File: config.mk
export PLATFORM = sky130hd
export DESIGN_NAME = sym9_weight_vector_gen
export DESIGN_NICKNAME = d
export VERILOG_FILES = /design/src/rtl/sym9_gen_pkg.sv /design/src/rtl/sym9_next_comb.sv /design/src/rtl/sym9_weight_vector_gen.sv
export SDC_FILE = /design/constraint.sdc
export NUM_CORES = 1
export LEC_CHECK = 0
export ABC_AREA = 1
export BUFFER_PORTS_ARGS = -buffer_cell sky130_fd_sc_hd__buf_2
export CAP_MARGIN = 20
export CORE_AREA = 2 2 70 88
export CTS_CLUSTER_DIAMETER = 100
export DETAILED_ROUTE_END_ITERATION = 8
export DIE_AREA = 0 0 72 90
export MAX_ROUTING_LAYER = met4
export PLACE_DENSITY = 0.51
export SYNTH_ARGS = -nofsm -noshare
export SYNTH_HDL_FRONTEND = slang
export SYNTH_SLANG_ARGS = --single-unit
File: constraint.sdc
create_clock -name clk -period 4.1 [get_ports clk]
set_input_delay 0.82 -clock clk [delete_from_list [all_inputs] [get_ports clk]]
set_output_delay 0.82 -clock clk [all_outputs]
set_load 0.03 [all_outputs]
File: src/rtl/sym9_gen_pkg.sv
// Shared definitions for the 9-input symmetric-function stimulus generator.
//  - default sizing parameters (vector width, weight width, counter width)
//  - FSM state encodings (IDLE, EMIT)
//  - BINOM: C(9,k) for k = 0..9, the number of vectors emitted per weight
package sym9_gen_pkg;

  localparam int N_DEF        = 9;
  localparam int WEIGHT_W_DEF = 4;
  localparam int CNT_W_DEF    = 8;

  // FSM state encodings
  localparam logic [0:0] IDLE = 1'b0;
  localparam logic [0:0] EMIT = 1'b1;

  // Vectors per enumeration for N = 9, indexed by weight
  localparam int BINOM [0:9] = '{1, 9, 36, 84, 126, 126, 84, 36, 9, 1};

endpackage

File: src/rtl/sym9_next_comb.sv
// Combinational successor function (Gosper's hack): given a vector v, produce
// the next larger vector that has the same number of ones.
//  v      in   N   current vector
//  next_v out  N   next vector of equal popcount (undefined for the last one)
//  carry  out  1   the successor overflowed into bit N; only legal for the
//                  final vector of an enumeration, which is never advanced
module sym9_next_comb #(
  parameter int N = 9
) (
  input  logic [N-1:0] v,
  output logic [N-1:0] next_v,
  output logic         carry
);

  localparam int SH_W = $clog2(N + 1);

  logic [N:0]      v_w;
  logic [N:0]      c;
  logic [N:0]      r;
  logic [N:0]      full;
  logic [SH_W-1:0] sh;

  always_comb begin
    // NOTE: every variable gets a value before any condition so no latch is inferred.
    sh   = '0;
    v_w  = {1'b0, v};
    // c isolates the lowest set bit; r ripples it into the next free zero.
    c    = v_w & (-v_w);
    r    = v_w + c;
    // c is one-hot, so this encoder is log2(c). Scanning high to low lets
    // the lowest set bit be the final assignment.
    for (int i = N; i >= 0; i--) begin
      if (c[i]) sh = SH_W'(i);
    end
    // The bits that moved, right-justified, refill the low end of the vector.
    full   = r | (((r ^ v_w) >> 2) >> sh);
    next_v = full[N-1:0];
    carry  = full[N];
  end

endmodule

File: src/rtl/sym9_weight_vector_gen.sv
// Stimulus source for the 9-input symmetric-function benches. On start it
// emits, in ascending order, every N-bit vector with exactly `weight` ones,
// on a valid/ready stream (vec[0] drives input _1 .. vec[8] drives _9).
//  clk       in   1         clock, all state on the rising edge
//  rst       in   1         synchronous active-high reset
//  start     in   1         begin an enumeration (sampled only in IDLE)
//  weight    in   WEIGHT_W  ones per vector, captured with start
//  out_valid out  1         vec is valid
//  out_ready in   1         consumer accepts vec this cycle
//  vec       out  N         current vector
//  out_last  out  1         vec is the final vector of the run
//  busy      out  1         enumeration in progress
//  done      out  1         one-cycle pulse after the last vector is accepted
//  err       out  1         one-cycle pulse: start with weight > N
//  count     out  CNT_W     vectors accepted in the current/last run
module sym9_weight_vector_gen
  import sym9_gen_pkg::*;
#(
  parameter int N        = N_DEF,
  parameter int WEIGHT_W = WEIGHT_W_DEF,
  parameter int CNT_W    = CNT_W_DEF
) (
  input  logic                clk,
  input  logic                rst,
  input  logic                start,
  input  logic [WEIGHT_W-1:0] weight,
  output logic                out_valid,
  input  logic                out_ready,
  output logic [N-1:0]        vec,
  output logic                out_last,
  output logic                busy,
  output logic                done,
  output logic                err,
  output logic [CNT_W-1:0]    count
);

  logic [0:0]          state;
  logic [WEIGHT_W-1:0] weight_q;
  logic [N-1:0]        all_ones;
  logic [N-1:0]        first_vec;
  logic [N-1:0]        last_vec;
  logic [N-1:0]        next_vec;
  logic                next_carry;
  logic                accept;

  sym9_next_comb #(.N(N)) u_next (
    .v      (vec),
    .next_v (next_vec),
    .carry  (next_carry)
  );

  assign all_ones  = '1;
  // Low `weight` bits set; a shift by N or more clears all_ones, giving all-ones.
  assign first_vec = ~(all_ones << weight);
  // Top weight_q bits set; weight 0 yields the all-zero vector.
  assign last_vec  = ~(all_ones >> weight_q);

  assign busy      = (state == EMIT);
  assign out_valid = busy;
  assign out_last  = busy & (vec == last_vec);
  assign accept    = out_valid & out_ready;

  always_ff @(posedge clk) begin
    if (rst) begin
      state    <= IDLE;
      weight_q <= '0;
      vec      <= '0;
      count    <= '0;
      done     <= 1'b0;
      err      <= 1'b0;
    end else begin
      // NOTE: sequential state uses non-blocking assignments so every register samples pre-edge values.
      done <= 1'b0;
      err  <= 1'b0;
      case (state)
        IDLE: begin
          if (start) begin
            if (weight > WEIGHT_W'(N)) begin
              err <= 1'b1;
            end else begin
              state    <= EMIT;
              weight_q <= weight;
              vec      <= first_vec;
              count    <= '0;
            end
          end
        end
        EMIT: begin
          if (accept) begin
            count <= count + CNT_W'(1);
            if (out_last) begin
              state <= IDLE;
              done  <= 1'b1;
            end else begin
              vec <= next_vec;
            end
          end
        end
        default: state <= IDLE;
      endcase
    end
  end

  // Every emitted vector carries exactly the captured number of ones.
  a_popcount: assert property (@(posedge clk) disable iff (rst)
    out_valid |-> ($countones(vec) == int'(weight_q)));

  // The successor may only overflow past bit N-1 from the final vector.
  a_no_carry: assert property (@(posedge clk) disable iff (rst)
    (out_valid && !out_last) |-> !next_carry);

  if (N == 9) begin : g_binom_chk
    a_count_bound: assert property (@(posedge clk) disable iff (rst)
      out_valid |-> (int'(count) < BINOM[weight_q]));
  end

endmodule

# After elaboration in Yosys (flattened, before gate mapping)
# Index checks and enable logic that the tools add are counted.
# totals
register_bits	24
latchBits	0
ram_bits	0
romBits	0
n_memories	0
# classes
addsub	3
multipliers	0
div_mod_pow	0
magnitude_cmp	1
n_eq_ne	5
shift	3
n_mux	26
bitwise	11
reduce_logical	5
# ops
op	count
4-bit 2-to-1 mux	10
9-bit 2-to-1 mux	4
8-bit 2-to-1 mux	3
9-bit inverter	2
9-bit case mux with 2 select lines	1
8-bit case mux with 2 select lines	1
9-bit by 10-bit adder with 10-bit output	1
9-bit by 10-bit AND with 10-bit output	1
9-bit negator with 10-bit output	1
10-bit by 9-bit bitwise XOR with 10-bit output	1
9-bit == test	1
9-bit OR	1
9-bit by 4-bit left shift with 9-bit output (first input constant)	1
8-bit by 4-bit >> shifter with 9-bit output	1
9-bit by 4-bit >> shifter with 9-bit output (first input constant)	1
8-bit by 1-bit adder with 8-bit output (second input constant)	1
1-bit 2-to-1 mux	6
2-bit != test (second input constant)	3
3-bit AND reduction	2
3-bit OR reduction	2
4-bit > comparator (second input constant)	1
1-bit inverter	4
4-bit AND reduction	1
1-bit AND	2
other kinds (2)	2

# Longest topological paths before layout
# Gate-level depths: netlist of the first run.
# depth
word_depth	17
ltp_mapped	16

# Modules after synthesis
# Synthesis of the first run repeated with hierarchy kept, for this count alone.
# hier_totals
hier_cells	367
area_unflattened_um2	2113.3
# modules_own_cells
mod	instances	cells_each	area_per_inst_um2	seq_area_each_um2
sym9_weight_vector_gen	1	221	1421.4	480.5
sym9_next_comb	1	146	691.9	0.0

# Worst setup path after synthesis of the first run
# Ideal clock, no wire load.
# synth_path
path_kind	register to output
start	reg vec[5]
end	out out_last
t_arrival_ns	1.906
slack_ns	1.374
stages_incl_launch_ff	7
path_buffers	1
cell_sequence	dfxtp_1 buf_2 inv_1 xor2_1 a211oi_2 nand4_1 nor4_2
# synth_between
elab_chain_len	2
# synth_lines
element	line_no	rtl
from (decl)	sym9_weight_vector_gen.sv:29	output logic [N-1:0] vec,
from (signal assigned)	sym9_weight_vector_gen.sv:83	vec <= first_vec;
from (signal assigned)	sym9_weight_vector_gen.sv:95	vec <= next_vec;
9-bit == test	sym9_weight_vector_gen.sv:60	assign out_last = busy & (vec == last_vec);
1-bit AND	sym9_weight_vector_gen.sv:60	
to (decl)	sym9_weight_vector_gen.sv:30	output logic out_last,
# Every way passes these cells.

# Worst setup path in the final report of the first run
# layout_path
start	reg vec[6]
end	out out_last
# Same word-level chain as after synthesis.

==> results of run 1 <==
flip-flops by register name, summed over array words and instances (netlist names):
signal    cells
err           1
done          1
busy          1
weight_q      4
count         8
vec           9
final timing paths:
| path | from | end | slack (ns) | depth (start not counted) |
|---|---|---|---|---|
| hold / removal | count[6] | count[6] | 0.49 | 2 |
| hold reg to reg | count[6] | count[6] | 0.49 | 2 |
| setup reg to reg | busy | vec[2] | 1.85 | 9 |
| setup / recovery | vec[6] | out_last | 1.21 | 5 |
layout by cell type (no fill, tap or decap), drive strengths merged:
master | netlist | routed
o21ai | 33 | 33
dfxtp | 24 | 24
o32ai | 2 | 2
ha | 1 | 1
a221oi | 2 | 2
xor2 | 6 | 6
inv | 40 | 40
nor2 | 37 | 37
or2 | 1 | 1
a211oi | 2 | 2
or3b | 1 | 1
nor4 | 3 | 3
and3 | 1 | 1
nor3 | 3 | 3
nand2 | 87 | 87
nand3 | 30 | 30
a21oi | 32 | 32
nand4 | 5 | 5
o211ai | 1 | 1
a31oi | 2 | 2
clkinv | 1 | 1
buf | 5 | 29
clkbuf | 2 | 4
metal layers:
| metal | wire length, um | share of wire [%] |
|---|---|---|
| met5 | 0 | 0 |
| met4 | 114 | 1.9 |
| met2 | 3220 | 54 |
| met1 | 2420 | 41 |
| met3 | 189 | 3.2 |
worst register-to-register path, cell delays in order (launching register included):
cell and delay (ns):
dfxtp_1 0.64, inv_1 0.29, nand2_1 0.17, nor2_1 0.08, nor2_1 0.26, inv_1 0.15
nand2_2 0.20, inv_2 0.11, o21ai_0 0.21, a21oi_2 0.04
area by class of cell:
| class | count | area share, % |
|---|---|---|
| Inverter | 41 | 7.12 |
| Tap cell | 66 | 3.82 |
| Sequential cell | 24 | 22.2 |
| Multi-Input combinational cell | 249 | 57.6 |
| Clock buffer | 4 | 2.55 |
| Timing Repair Buffer | 29 | 6.72 |
power groups by stage:
| stage | Sequential [mW] | Clock, mW | Combinational, mW |
|---|---|---|---|
| after detailed placement | 0.290 | 0 | 0.358 |
| final | 0.285 | 0.163 | 0.361 |
| after global placement | 0.291 | 0 | 0.361 |
| after CTS | 0.284 | 0.168 | 0.360 |
| after floorplan | 0.295 | 0 | 0.265 |
| after global routing | 0.288 | 0.179 | 0.411 |
kinds of logic after synthesis:
group	Yosys count
AOI/OAI and AO/OA	74
adders and majority gates	1
buffers and inverters	48
and+or+nand+nor	168
xor gates and xnor gates	6
DFF	24
through the flow:
stage | cells | power [mW]
after global routing | 413 | 0.878
after floorplan | 321 | 0.561
after CTS | 413 | 0.812
final | 413 | 0.809
after global placement | 409 | 0.651
after detailed placement | 409 | 0.648
==> metrics, run 1 <==
total iterations of the first detailed-routing run 4; final worst slack between 1 and 1.5 ns; # nets final between 300 and 400; Crit Path Max Fanout 8; Mapped Cells approximately 320; Synth Area in Simple Gates approximately two fifths; setup_tns 0 ns; Cell Chain, Critical Path inv_1, xor2_1, or3b_1, nor4_2, buf_2; die height roughly 90 um; DRC viols 0; GR peak layer met2; register area around 480 um2; number of hold buffers added after cts 0; pin count of the biggest net entering global routing 16; footprint of the multi-input gates roughly 1200 um2; row cnt 31; core area ~5700 um2; Clock Power Share between 20% and 30%; ys async rst share 0%; max incr delay on CP ~0.54 ns; post-synthesis compound-gate area fraction a little over a fifth; sequential fraction of the synthesis area around 25%; dpl hpwl a little under 5000 um; count leader, synth nand2_1; Syn Area/Cell approximately 6.0 um2; root buffer cell clkbuf_8; CTS max path bufs 2; gr usage total roughly a fifth; Pwr Density 374 nW/um2; vias in the first global route about 2100; Worst Hold Slack just under 0.5 ns; # fillers 658; global-route wire length before repair ~9700 um; EDFF count, synth 0; Setup Crit Path Kind reg -> out; placed inst area around 2100 um2; crit end category output pin; pre-CTS setup slack 1.47 ns; TritonCTS clock tree yes; vias per inst between 5 and 6; total gr overflow 0; Worst EP arrival around 2.1 ns; outcome finished clean; max_cap viols 0; boundary pin count 30; synth unique cells 39; Hold Vio Cnt, Final 0; fin crit share 70.4%; Synth top area share 25.0%; Leak Pwr about 1 nW; initial core utilization around 34%; Port Buffers 29; mux share of post-synthesis cell area 0%; sw power approximately 0.36 mW; Mapped Nets 330; largest family of logic cells by synthesized area simple AND/OR/NAND/NOR gates; final WL 5940 um; GR Util met2 34.5%; fin crit period about 2.9 ns; Hold WC Path Type reg -> reg; gpl congestion slightly below 0.9; DIE WIDTH 72 um; Comb pwr share between 40% and 50%; slew margin rel. about two thirds; Layout area overhead 12.6%; Mapped Area 1920 um2; Sw Ratio 44.6%; max-slew violations 0; crit start category flop; latest clock arrival within the worst-skew pair around 0.27 ns; RSZ-0062 raised after global routing no; antenna viol nets, final 0; CTS buffer count 3; Top FF cell, synth dfxtp_1; clk slew on worst S/H paths 0.09 ns; Final setup viols 0; GR Util met1 a little over a fifth; antenna violations before repair 0; Worst Path Buf+Inv 2; flops & latches, synth 24; DR vias approximately 2200; Resized cells post-CTS 0; Post-synth top cells 84 x nand2_1, 36 x inv_1, 32 x nor2_1, 30 x a21oi_1, 28 x o21ai_0; Synth area leaders dfxtp_1 25%, nand2_1 16%, a21oi_1 7.8%; slowest CP cell dfxtp_1; DR iter-0 viols 141; DR WL/cell between 10 and 15 um; htree depth 1; # clock sinks 24; Top delay family on crit path simple AND/OR/NAND/NOR gates; Synth Area in Adders less than 1%; Yosys warnings 0; WP data required 3.28 ns; actual slew at the worst max-slew pin ~0.52 ns; final core utilization 37.9%; fmax about 0.35 GHz; Diodes inserted 0; Peak supply drop ~0.16 mV; cell taking the most area after synthesis dfxtp_1; layout cell share with drive strength beyond 1 about 16%; final clock skew approximately 0.0058 ns; met3 Track Usage GR 2.24%; post-synthesis xor/xnor area fraction between 2 and 3%; Reg power frac about a third; DIE AREA 6480 um2; Setup Buffers After CTS 0; fin area 2160 um2; total internal power roughly 0.45 mW
(Power assumes the default switching activity.)
==> run 2: changes to the inputs <==
--- a/config.mk
+++ b/config.mk
@@ -13,7 +13,7 @@
 export DETAILED_ROUTE_END_ITERATION = 8
 export DIE_AREA = 0 0 72 90
 export MAX_ROUTING_LAYER = met4
-export PLACE_DENSITY = 0.51
+export PLACE_DENSITY = 0.53
 export SYNTH_ARGS = -nofsm -noshare
 export SYNTH_HDL_FRONTEND = slang
 export SYNTH_SLANG_ARGS = --single-unit
==> constraint.sdc (replaced) <==
create_clock -name clk -period 2.3 [get_ports clk]
set_input_delay 0.46 -clock clk [delete_from_list [all_inputs] [get_ports clk]]
set_output_delay 0.46 -clock clk [all_outputs]
set_load 0.03 [all_outputs]
==> run 2 against run 1 <==
  * Register-to-register slack worse by 1.6 ns
  * Critical path type unchanged
  * Die area is the same
  * Highest routed layer unchanged
  * Largest power group unchanged
  * Wire length rose by 3.7%
  * Critical endpoint unchanged
  * Design area is 6.2% higher
==> metrics, run 2 (synthesis gave the netlist of run 1 again) <==
boundary pin count 30 (unchanged); layout cell share with drive strength beyond 1 22.9% (+6.8 points); total gr overflow 0 (unchanged); CTS max path bufs 2 (unchanged); final worst slack 0.0761 ns (-1.14 ns); DIE WIDTH 72 um (unchanged); clk slew on worst S/H paths 0.09 ns (about the same); core area 5700 um2 (unchanged); actual slew at the worst max-slew pin 0.451 ns (-0.0674 ns); most flop-heavy register vec; fin crit period roughly 2.2 ns; die height 90 um (unchanged); gr usage total 20.0% (+0.74 points); crit end category output pin; antenna viol nets, final 0 (unchanged); latest clock arrival within the worst-skew pair 0.27 ns (about the same); dpl hpwl 4870 um (+1.5%); Leak Pwr 1.09 nW (+6.3%); outcome finished clean; # fillers 638 (-3.0%); Layout area overhead 19.6%; Peak supply drop 0.348 mV (+120%); final WL 6160 um (+3.7%); Hold Vio Cnt, Final 0 (unchanged); Final Total Pwr 1.50 mW (+86%); CTS buffer count 3 (unchanged); max-slew violations 0 (unchanged); Cell Chain, Critical Path inv_2, nand2_2, nor2_2, xor2_1, or3b_4, nor4_4, buf_4; RSZ-0062 raised after global routing yes; max incr delay on CP 0.39 ns (-0.15 ns); fin area 2290 um2 (+6.2%); placed inst area 2200 um2 (+4.3%); slew margin rel. 69.6% (+4.5 points); final clock skew 0.00556 ns (-0.000273 ns); vias per inst 5.29 (+1.5%); gpl congestion 0.901 (+3.6%); root buffer cell clkbuf_8; max_cap viols 0 (unchanged); Diodes inserted 0 (unchanged); FF-to-FF setup slack 0.25 ns (-1.60 ns); htree depth 1 (unchanged); Worst Path Buf+Inv 2 (unchanged); total iterations of the first detailed-routing run 4 (unchanged); global-route wire length before repair 10100 um (+3.6%); Top delay family on crit path simple AND/OR/NAND/NOR gates; Setup Crit Path Kind reg -> out; Setup Buffers After CTS 0 (unchanged); DRC viols 0 (unchanged); Final setup viols 0 (unchanged); max reg flops 9 (unchanged); crit start category flop; Hold WC Path Type in -> reg; pin count of the biggest net entering global routing 16 (unchanged); row cnt 31 (unchanged); # clock sinks 24 (unchanged); # nets final 368 (+3.1%); slowest CP cell or3b_4; Worst Hold Slack 0.471 ns (-0.0177 ns); vias in the first global route 2142 (+4.1%); fin crit share about 97%; WP data required 1.84 ns (-1.44 ns); Worst EP arrival 1.76 ns (-0.31 ns); number of hold buffers added after cts 0 (unchanged); top flop regs vec x9, count x8, weight_q x4; DR WL/cell 14.5 um (+1.0%); TritonCTS clock tree yes; pre-CTS setup slack 0.228 ns (-1.24 ns); DR vias 2242 (+4.2%); antenna violations before repair 0 (unchanged); most common cell after layout, fill and taps aside nand2_1; final core utilization 40.2% (+2.3 points); Crit Path Max Fanout 5 (-3); DIE AREA 6480 um2 (unchanged); fmax between 0.4 and 0.5 GHz; initial core utilization 33.7% (unchanged); commonest non-fill, non-tap cells in the layout 83 x nand2_1, 34 x inv_1, 30 x a21oi_1, 29 x nor2_1, 28 x buf_2; DR iter-0 viols 112 (-21%); Pwr Density 656 nW/um2 (+75%); Port Buffers 29 (unchanged)
-- run 2: what timing repair did --
action | in CTS | in global routing
resized for setup | 4 | 18
pin swaps | 0 | 3
hold endpoints to repair | 0 | 0
setup endpoints to repair | 1 | 2
-- run 2: final cells by class --
| cell class | count | area, um2 | share of cell area, % |
|---|---|---|---|
| flip-flops and latches | 24 | 495 | 21.6 |
| inverters | 41 | 156 | 6.82 |
| repair buffers | 40 | 230 | 10.0 |
| multi-input cells | 249 | 1270 | 55.6 |
| well taps | 66 | 82.6 | 3.60 |
| clock buffers | 4 | 55.1 | 2.40 |
-- run 2: final timing paths --
| kind | from | to | cells after the start |
|---|---|---|---|
| max | weight_q[2] | out_last | 7 |
| min | start | err | 3 |
| min reg2reg | count[6] | count[6] | 2 |
| max reg2reg | vec[0] | vec[2] | 13 |
-- run 2: per-stage QoR --
step / TNS, ns / std cells
after detailed placement: 0 / 420
after global placement: 0 / 420
final: 0 / 424
after global routing: -0.0189 / 424
after CTS: 0 / 424
after floorplan: 0 / 321
-- run 2: routing by layer --
metal	vias up	track usage [%]	wire length, um
li1	1135	-	-
met1	1015	22.9	2530
met2	72	33.7	3150
met5	-	-	0
met4	0	10.7	241
met3	20	2.13	240
-- run 2: report_power, final --
| part | internal [mW] | leakage [nW] | switching, mW |
|---|---|---|---|
| clock network | 0.153 | 0.0288 | 0.138 |
| logic | 0.239 | 0.866 | 0.482 |
| registers | 0.445 | 0.200 | 0.0480 |
| total | 0.837 | 1.09 | 0.668 |
-- run 2: worst register-to-register path: cells and delay by family, from the launching register on --
kind                   cells  cell delay, ns
AO/OA/AOI/OAI              2            0.40
buffers and inverters      2            0.15
flip-flops                 1            0.51
AND/OR/NAND/NOR            9            0.88
